$ cat src/rtl/stream_frame_arbiter.sv
// Frame-granular round-robin arbiter: two ready/valid pixel sources share
// one downstream stage, one full WIDTH x HEIGHT frame per grant.
module stream_frame_arbiter #(
  parameter int WIDTH      = 32,
  parameter int HEIGHT     = 32,
  parameter int DATA_WIDTH = 16
) (
  input  logic                  clk,
  input  logic                  reset,
  input  logic                  in0_valid,
  input  logic [DATA_WIDTH-1:0] in0_data,
  output logic                  in0_ready,
  input  logic                  in1_valid,
  input  logic [DATA_WIDTH-1:0] in1_data,
  output logic                  in1_ready,
  output logic                  data_out_valid,
  output logic [DATA_WIDTH-1:0] data_out_data,
  input  logic                  data_out_ready,
  output logic                  data_out_src,
  output logic                  data_out_sof,
  output logic                  data_out_eol,
  output logic                  data_out_eof,
  output logic                  busy
);

  localparam int XW = (WIDTH > 1) ? $clog2(WIDTH) : 1;
  localparam int YW = (HEIGHT > 1) ? $clog2(HEIGHT) : 1;
  localparam logic [XW-1:0] XMAX = XW'(WIDTH - 1);
  localparam logic [YW-1:0] YMAX = YW'(HEIGHT - 1);

  typedef enum logic {
    IDLE,
    BUSY
  } state_t;

  state_t        state;
  logic          owner;
  logic          last_grant;
  logic [XW-1:0] x;
  logic [YW-1:0] y;

  logic active;
  logic sel_valid;
  logic xfer;
  logic at_eol;
  logic at_eof;
  logic winner;

  // Reset overrides the registered state so outputs drop the same cycle.
  assign active    = (state == BUSY) && !reset;
  assign sel_valid = owner ? in1_valid : in0_valid;

  assign data_out_valid = active && sel_valid;
  assign data_out_data  = owner ? in1_data : in0_data;
  assign data_out_src   = reset ? 1'b0 : owner;

  assign in0_ready = active && !owner && data_out_ready;
  assign in1_ready = active &&  owner && data_out_ready;

  assign at_eol = (x == XMAX);
  assign at_eof = at_eol && (y == YMAX);

  assign data_out_sof = active && (x == '0) && (y == '0);
  assign data_out_eol = active && at_eol;
  assign data_out_eof = active && at_eof;

  assign busy = active;
  assign xfer = data_out_valid && data_out_ready;

  // Contested grant goes to whichever source did not own the last frame.
  assign winner = (in0_valid && in1_valid) ? ~last_grant : in1_valid;

  always_ff @(posedge clk) begin
    if (reset) begin
      state      <= IDLE;
      owner      <= 1'b0;
      last_grant <= 1'b1;
      x          <= '0;
      y          <= '0;
    end else begin
      unique case (state)
        IDLE: begin
          if (in0_valid || in1_valid) begin
            owner <= winner;
            state <= BUSY;
          end
        end
        BUSY: begin
          if (xfer) begin
            if (at_eof) begin
              x          <= '0;
              y          <= '0;
              last_grant <= owner;
              state      <= IDLE;
            end else if (at_eol) begin
              x <= '0;
              y <= y + YW'(1);
            end else begin
              x <= x + XW'(1);
            end
          end
        end
        default: state <= IDLE;
      endcase
    end
  end

endmodule

$ cat config.mk
export PLATFORM = sky130hd
export DESIGN_NAME = stream_frame_arbiter
export DESIGN_NICKNAME = d
export VERILOG_FILES = /design/src/rtl/stream_frame_arbiter.sv
export SDC_FILE = /design/constraint.sdc
export NUM_CORES = 1
export LEC_CHECK = 0
export ABC_AREA = 1
export BUFFER_PORTS_ARGS = -buffer_cell sky130_fd_sc_hd__buf_2
export CORE_MARGIN = 2
export CORE_UTILIZATION = 38
export CTS_CLUSTER_DIAMETER = 80
export CTS_CLUSTER_SIZE = 30
export DETAILED_ROUTE_END_ITERATION = 12
export PLACE_DENSITY = 0.75
export SYNTH_ARGS = -nofsm -noshare
export SYNTH_HDL_FRONTEND = slang
export SYNTH_SLANG_ARGS = --single-unit
$ cat constraint.sdc
create_clock -name clk -period 1.5 [get_ports clk]
set_clock_uncertainty 0.05 [all_clocks]
set_input_delay 0.075 -clock clk [delete_from_list [all_inputs] [get_ports clk]]
set_output_delay 0.075 -clock clk [all_outputs]
set_load 0.02 [all_outputs]
==> summary.md, run 1 <==
| Metric | Value |
|---|---|
| Run status | complete, but fails checks |
| Violated checks | setup timing |
| CTS root buf | clkbuf_4 |
| Rows | 18 |
| Post-Syn Nets | 210 |
| Share of layout cells above drive strength 1 | 46.44% |
| Post-Route WL | 2933 µm |
| Min-delay worst type | in -> reg |
| Htree depth | 1 |
| Hold Buf Count CTS | 0 |
| Routed via count | 1262 |
| Num CTS Buffers | 3 |
| Post-DP Area | around 1300 µm² |
| Sequential Power Share | 39.1% |
| Total core area | approximately 2500 µm² |
| Hold Crit Start | in1_valid |
| First-pass GRT wire length | 4740 µm |
| Fin. max-slew vios | 0 |
| Clock latency on the worst-skew pair | 0.29 ns |
| Syn_area_per_cell | 6.001 µm² |
| Commonest non-fill, non-tap cell in the layout | nand2_1 |
| GRT overflow | 0 |
| Port buffer count | 60 |
| Final setup fails | 4 |
| Ant. Diodes | 0 |
| Switch Pwr | 0.3331 mW |
| Worst endpoint data arrival time | roughly 1.4 ns |
| Maximum VDD drop | between 0.0005 and 0.0006 V |
| Number of global-route vias before repair | 1117 |
| Initial core utilization | 40.45% |
| Nets | around 280 |
| Non-Filler Instances | 269 |
| Worst Path Required | 1.37 ns |
| Critical path fanouts, max | 2 |
| DP Cell Count | roughly 260 |
| Routability congestion estimate | 0.8865 |
| Synthesis-to-layout area growth | 60.55% |
| Max Fclk | 0.6391 GHz |
| CP startpoint | y[1] |
| Max_cap viols | 0 |
| Detailed Place HPWL | 2074 µm |
| Clock power frac | between 20% and 30% |
| Routed len/inst | between 10 and 15 µm |
| Slowest stage cell, crit path | dfxtp_2 |
| 1st-pass router iterations | 4 |
| Mapped cell area | 1002 µm² |
| Seq/Total Area, Yosys | between 20% and 30% |
| Worst Setup End Kind | primary output |
| Antenna-violating nets left | 0 |
| Pin count of the biggest net entering global routing | 17 |
| Die Span Y | between 50 and 60 µm |
| CTS tree | yes |
| Pre-CTS setup slack | -0.02295 ns |
| CP Class | reg -> out |
| Initial antenna violation count | 0 |
| Sw frac | 36.44% |
| CP startpoint kind | flop |
| DRC errors left | 0 |
| Critical Path Max Stage Delay | between 0.3 and 0.4 ns |
| Final non-filler cell area | between 1500 and 2000 µm² |
| Comb power frac | roughly 36% |
| Clock slew at reported path FFs | 0.08 ns |
| Static Leak | 0.8998 nW |
| Commonest cells after routing, fill and taps aside | 75 x nand2_1, 58 x buf_2, 12 x inv_1 |
| GRT Util Overall | 18.62% |
| Slew HR | a little over four fifths |
| Slew at the pin closest to its max-slew limit | 0.2394 ns |
| Yosys warns | 0 |
| Final Hold Vio Count | 0 |
| RSZ-0062 raised after global routing | true |
| CP cell instances | ha_4, nand2_2, nor2_2, ha_2, nand2_4, nor2_4, buf_6 |
| Hold slack | 0.01824 ns |
| Clock buffer depth | 2 |
| Die area | approximately 3100 µm² |
| Pint | 0.5810 mW |
| Clock Sink Count | 13 |
| Post-synthesis register bit count | 13 |
| Vias per cell | about 4.7 |
| Die X | 55.36 µm |
| I/O Pins | 61 |
| Cell Pwr Density | between 500 and 600 nW/µm² |
| Tcrit/Tclk final | 104.3% |
| Synthesized instance count | 167 |
| Period minus WS final | 1.565 ns |
| Setup WS post-layout | -0.06470 ns |
| Yosys cell types | 23 |
| Iteration-0 DRC Markers | 74 |
| Worst r2r src | x[1] |
-- final timing paths --
kind | cells past startpoint | endpoint | slack [ns]
max | 7 | data_out_eof | -0.06
min | 3 | owner | 0.02
max reg2reg | 10 | y[2] | -0.01
min reg2reg | 2 | last_grant | 0.41
-- synth_stat cells (all sizes together) --
master	instances	area, µm²
nand2	82	315.3
inv	20	75.07
nor2	15	80.08
dfxtp	13	260.3
a21oi	6	30.03
ha	6	75.07
nand3	6	42.54
o21ai	6	30.02
buf	4	32.53
nand4	3	25.02
nor3	2	10.01
clkbuf	1	3.750
nor3b	1	7.510
nor4	1	6.260
xor2	1	8.760
-- routing by layer --
metal	vias up	track usage (%)	share of wire [%]
met5	-	0	0
met4	0	7.317	1.7
met3	5	6.089	9.4
met2	49	33.33	49
met1	551	20.03	39
li1	657	-	-
-- power by group through the flow --
stage / logic, mW / registers [mW] / clock network (mW)
detailed placement: 0.308 / 0.365 / 0
CTS: 0.330 / 0.360 / 0.230
global placement: 0.306 / 0.365 / 0
floorplan: 0.194 / 0.365 / 0
finish: 0.330 / 0.357 / 0.227
global route: 0.362 / 0.359 / 0.243
-- state kept, by name (all words and copies together) (netlist names) --
| name | count |
|---|---|
| x | 5 |
| y | 5 |
| last_grant | 1 |
| owner | 1 |
| state | 1 |
-- layout make-up --
class / count / area [µm²]
fill: 228 / 868.3
clock buffer: 4 / 26.28
tap: 30 / 37.54
timing repair buffer: 73 / 421.7
sequential: 13 / 271.5
multi-input combinational: 129 / 764.5
inverter: 20 / 87.58
-- what timing repair did --
action	4_1_cts	5_1_grt
pin swaps	11	7
endpoints found under the setup margin	5	14
setup buffers	7	1
gates resized for setup	36	18
-- cells by family after synthesis --
family	synth area share [%]
AND/OR/NAND/NOR	48.56
adder cells (fa/ha/maj)	7.490
AO/OA/AOI/OAI	5.992
buffers and inverters	11.11
flip-flops	25.97
XOR/XNOR	0.8741
-- per-stage QoR --
step	setup TNS [ns]	util, %	total power [mW]
after CTS	-0.3248	61.67	0.9196
after detailed placement	-0.02295	54.14	0.6731
final	-0.1127	64.95	0.9141
after global routing	-0.7168	64.95	0.9641
after global placement	0	54.14	0.6708
after floorplan	0	-	0.5584
-- worst max-delay path: cells and delay by family, from the launching register on --
kind          cells  cell delay, ns
simple gates      4            0.33
flops             1            0.36
fa+ha+maj         2            0.33
buf+inv           1            0.12
Note: power is estimated with default switching activity, not from simulation.
==> run 2: changes to the inputs <==
--- a/config.mk
+++ b/config.mk
@@ -8,11 +8,11 @@
 export ABC_AREA = 1
 export BUFFER_PORTS_ARGS = -buffer_cell sky130_fd_sc_hd__buf_2
 export CORE_MARGIN = 2
-export CORE_UTILIZATION = 38
+export CORE_UTILIZATION = 45
 export CTS_CLUSTER_DIAMETER = 80
 export CTS_CLUSTER_SIZE = 30
 export DETAILED_ROUTE_END_ITERATION = 12
-export PLACE_DENSITY = 0.75
+export PLACE_DENSITY = 0.83
 export SYNTH_ARGS = -nofsm -noshare
 export SYNTH_HDL_FRONTEND = slang
 export SYNTH_SLANG_ARGS = --single-unit
==> constraint.sdc (replaced) <==
create_clock -name clk -period 2 [get_ports clk]
set_clock_uncertainty 0.05 [all_clocks]
set_input_delay 0.1 -clock clk [delete_from_list [all_inputs] [get_ports clk]]
set_output_delay 0.1 -clock clk [all_outputs]
set_load 0.02 [all_outputs]
==> summary.md, run 2 (synthesis results as in run 1) <==
| Metric | Value |
|---|---|
| Post-CTS sizing | 0 (-100%) |
| Setup TNS | 0 ns (+0.1127 ns) |
| GRT overflow | 0 (unchanged) |
| CP cell instances | ha_1, nand2_1, nor2_1, ha_1, nand2_1, nor2_1, buf_2 |
| Final setup fails | 0 (-4) |
| Non-Filler Instances | 255 (-5.2%) |
| Nets | 271 (-4.2%) |
| Post-Route WL | 2652 µm (-9.6%) |
| DP Cell Count | 251 (-2.3%) |
| Worst Setup End Kind | primary output |
| Iteration-0 DRC Markers | 32 (-57%) |
| R2R Path End | x[3] |
| Register Area | 260.3 µm² (-4.1%) |
| CP startpoint kind | flop |
| Pin count of the biggest net entering global routing | 21 (+4) |
| Die X | 51.19 µm (-7.5%) |
| Rows | 17 (-1) |
| RSZ-0062 raised after global routing | false |
| CTS root buf | clkbuf_4 |
| Routability congestion estimate | 0.8388 (-5.4%) |
| Share of layout cells above drive strength 1 | 32.16% (-14 points) |
| I/O Pins | 61 (unchanged) |
| Clock latency on the worst-skew pair | 0.28 ns (about the same) |
| Static Leak | 0.7889 nW (-12%) |
| Setup WS post-layout | 0.2151 ns (+0.2798 ns) |
| Fin. max-slew vios | 0 (unchanged) |
| Port buffer count | 60 (unchanged) |
| Routed len/inst | 10.40 µm (-4.6%) |
| Hold Crit Start | in1_valid |
| Die area | 2620 µm² (-14%) |
| Die Span Y | 51.19 µm (-7.5%) |
| Ant. Diodes | 0 (unchanged) |
| Post-CTS Repair Setup Buffers | 0 (-7) |
| Clock slew at reported path FFs | 0.08 ns (about the same) |
| Hold Buf Count CTS | 0 (unchanged) |
| Run status | completed |
| Slew at the pin closest to its max-slew limit | 0.3112 ns (+0.07178 ns) |
| Initial core utilization | 46.65% (+6.2 points) |
| R2R depth | 9 (-1) |
| Routed via count | 1166 (-7.6%) |
| Clock buffer depth | 2 (unchanged) |
| Clock Sink Count | 13 (unchanged) |
| CP Class | reg -> out |
| Worst r2r src | x[0] |
| Vias per cell | 4.573 (-2.5%) |
| 1st-pass router iterations | 5 (+1) |
| CP startpoint | x[0] |
| Synthesis-to-layout area growth | 33.21% |
| R2R Setup Slk | 0.39 ns (+0.40 ns) |
| Worst endpoint data arrival time | 1.63 ns (+0.19 ns) |
| Antenna-violating nets left | 0 (unchanged) |
| CTS tree | yes |
| Cell Pwr Density | 492.6 nW/µm² (-13%) |
| Min-Delay Endpoint | owner |
| Pre-CTS setup slack | 0.4154 ns (+0.4384 ns) |
| Hold path cells | 3 (unchanged) |
| Num CTS Buffers | 3 (unchanged) |
| Design Power | 0.6576 mW (-28%) |
| Fill cell count | 213 (-6.6%) |
| Commonest non-fill, non-tap cell in the layout | nand2_1 |
| Critical Path Max Stage Delay | 0.39 ns (+0.03 ns) |
| Number of global-route vias before repair | 987 (-12%) |
| Total core area | 2148 µm² (-13%) |
| Slowest stage cell, crit path | dfxtp_1 |
| Slew HR | 79.22% (-4.7 points) |
| GRT Util Overall | 20.76% (+2.1 points) |
| Max_cap viols | 0 (unchanged) |
| Tcrit/Tclk final | between 80 and 90% |
| Critical path fanouts, max | 4 (+2) |
| Worst Path Required | 1.85 ns (+0.48 ns) |
| DRC errors left | 0 (unchanged) |
| Final non-filler cell area | 1335 µm² (-17%) |
| Largest registers | x: 5 flops, y: 5 flops |
| Initial antenna violation count | 0 (unchanged) |
| Period minus WS final | 1.785 ns |
| Maximum VDD drop | 0.0003982 V (-30%) |
| Detailed Place HPWL | 2152 µm (+3.8%) |
| Post-DP Area | 1309 µm² (-2.4%) |
| Max Fclk | 0.5602 GHz |
| Min-delay worst type | in -> reg |
| Htree depth | 1 (unchanged) |
| Commonest cells after routing, fill and taps aside | 79 x nand2_1, 60 x buf_2, 18 x inv_1 |
| Area of the multi-input gates | 630.6 µm² (-18%) |
| Final Hold Vio Count | 0 (unchanged) |
| First-pass GRT wire length | 4146 µm (-13%) |
==> run 2: cell count changes in the layout (fill, tap and decap cells not counted), sizes merged <==
| cell | before | now |
|---|---|---|
| buf | 73 | 61 |
==> run 2: worst max-delay path by stage <==
stage	cells past startpoint	slack [ns]	endpoint
detailed placement	9	0.42	x[3]
floorplan	4	0.55	data_out_sof
finish	7	0.22	data_out_eof
global route	7	0.10	data_out_eol
global placement	9	0.49	x[3]
CTS	7	0.22	data_out_eof
==> run 2: worst max-delay path: cells and delay by family, from the launching register on <==
kind	cells	cell delay (ns)
buffers and inverters	1	0.18
AND/OR/NAND/NOR	4	0.39
adder cells (fa/ha/maj)	2	0.40
flip-flops	1	0.39
==> run 2: per-stage QoR <==
stage	hold slack, ns	util [%]
2_1_floorplan	0.2137	-
3_3_place_gp	0.3473	60.92
3_5_place_dp	0.3562	60.92
4_1_cts	0.06302	62.14
5_1_grt	0.08204	62.14
6_report	0.06236	62.14
==> run 2: layout make-up <==
class / count / area share [%]
Timing Repair Buffer: 61 / 23.06
Multi-Input combinational cell: 129 / 47.24
Tap cell: 28 / 2.624
Clock buffer: 4 / 1.968
Sequential cell: 13 / 19.49
Inverter: 20 / 5.623
==> run 2: where the power goes <==
part / switching [mW] / leakage (nW) / internal, mW
registers: 0.00336 / 0.105 / 0.265
logic: 0.146 / 0.669 / 0.0818
clock network: 0.0843 / 0.0150 / 0.0773
total: 0.234 / 0.789 / 0.424
==> run 2: per-layer routing <==
layer / part of all wire (%) / vias up / wire length [µm] / track usage [%]
met5: 0 / - / 0 / 0
met4: 0.79 / 0 / 21 / 4.054
met3: 8.6 / 4 / 229 / 6.725
met2: 46 / 48 / 1225 / 34.85
met1: 44 / 479 / 1176 / 25.95
li1: - / 635 / - / -
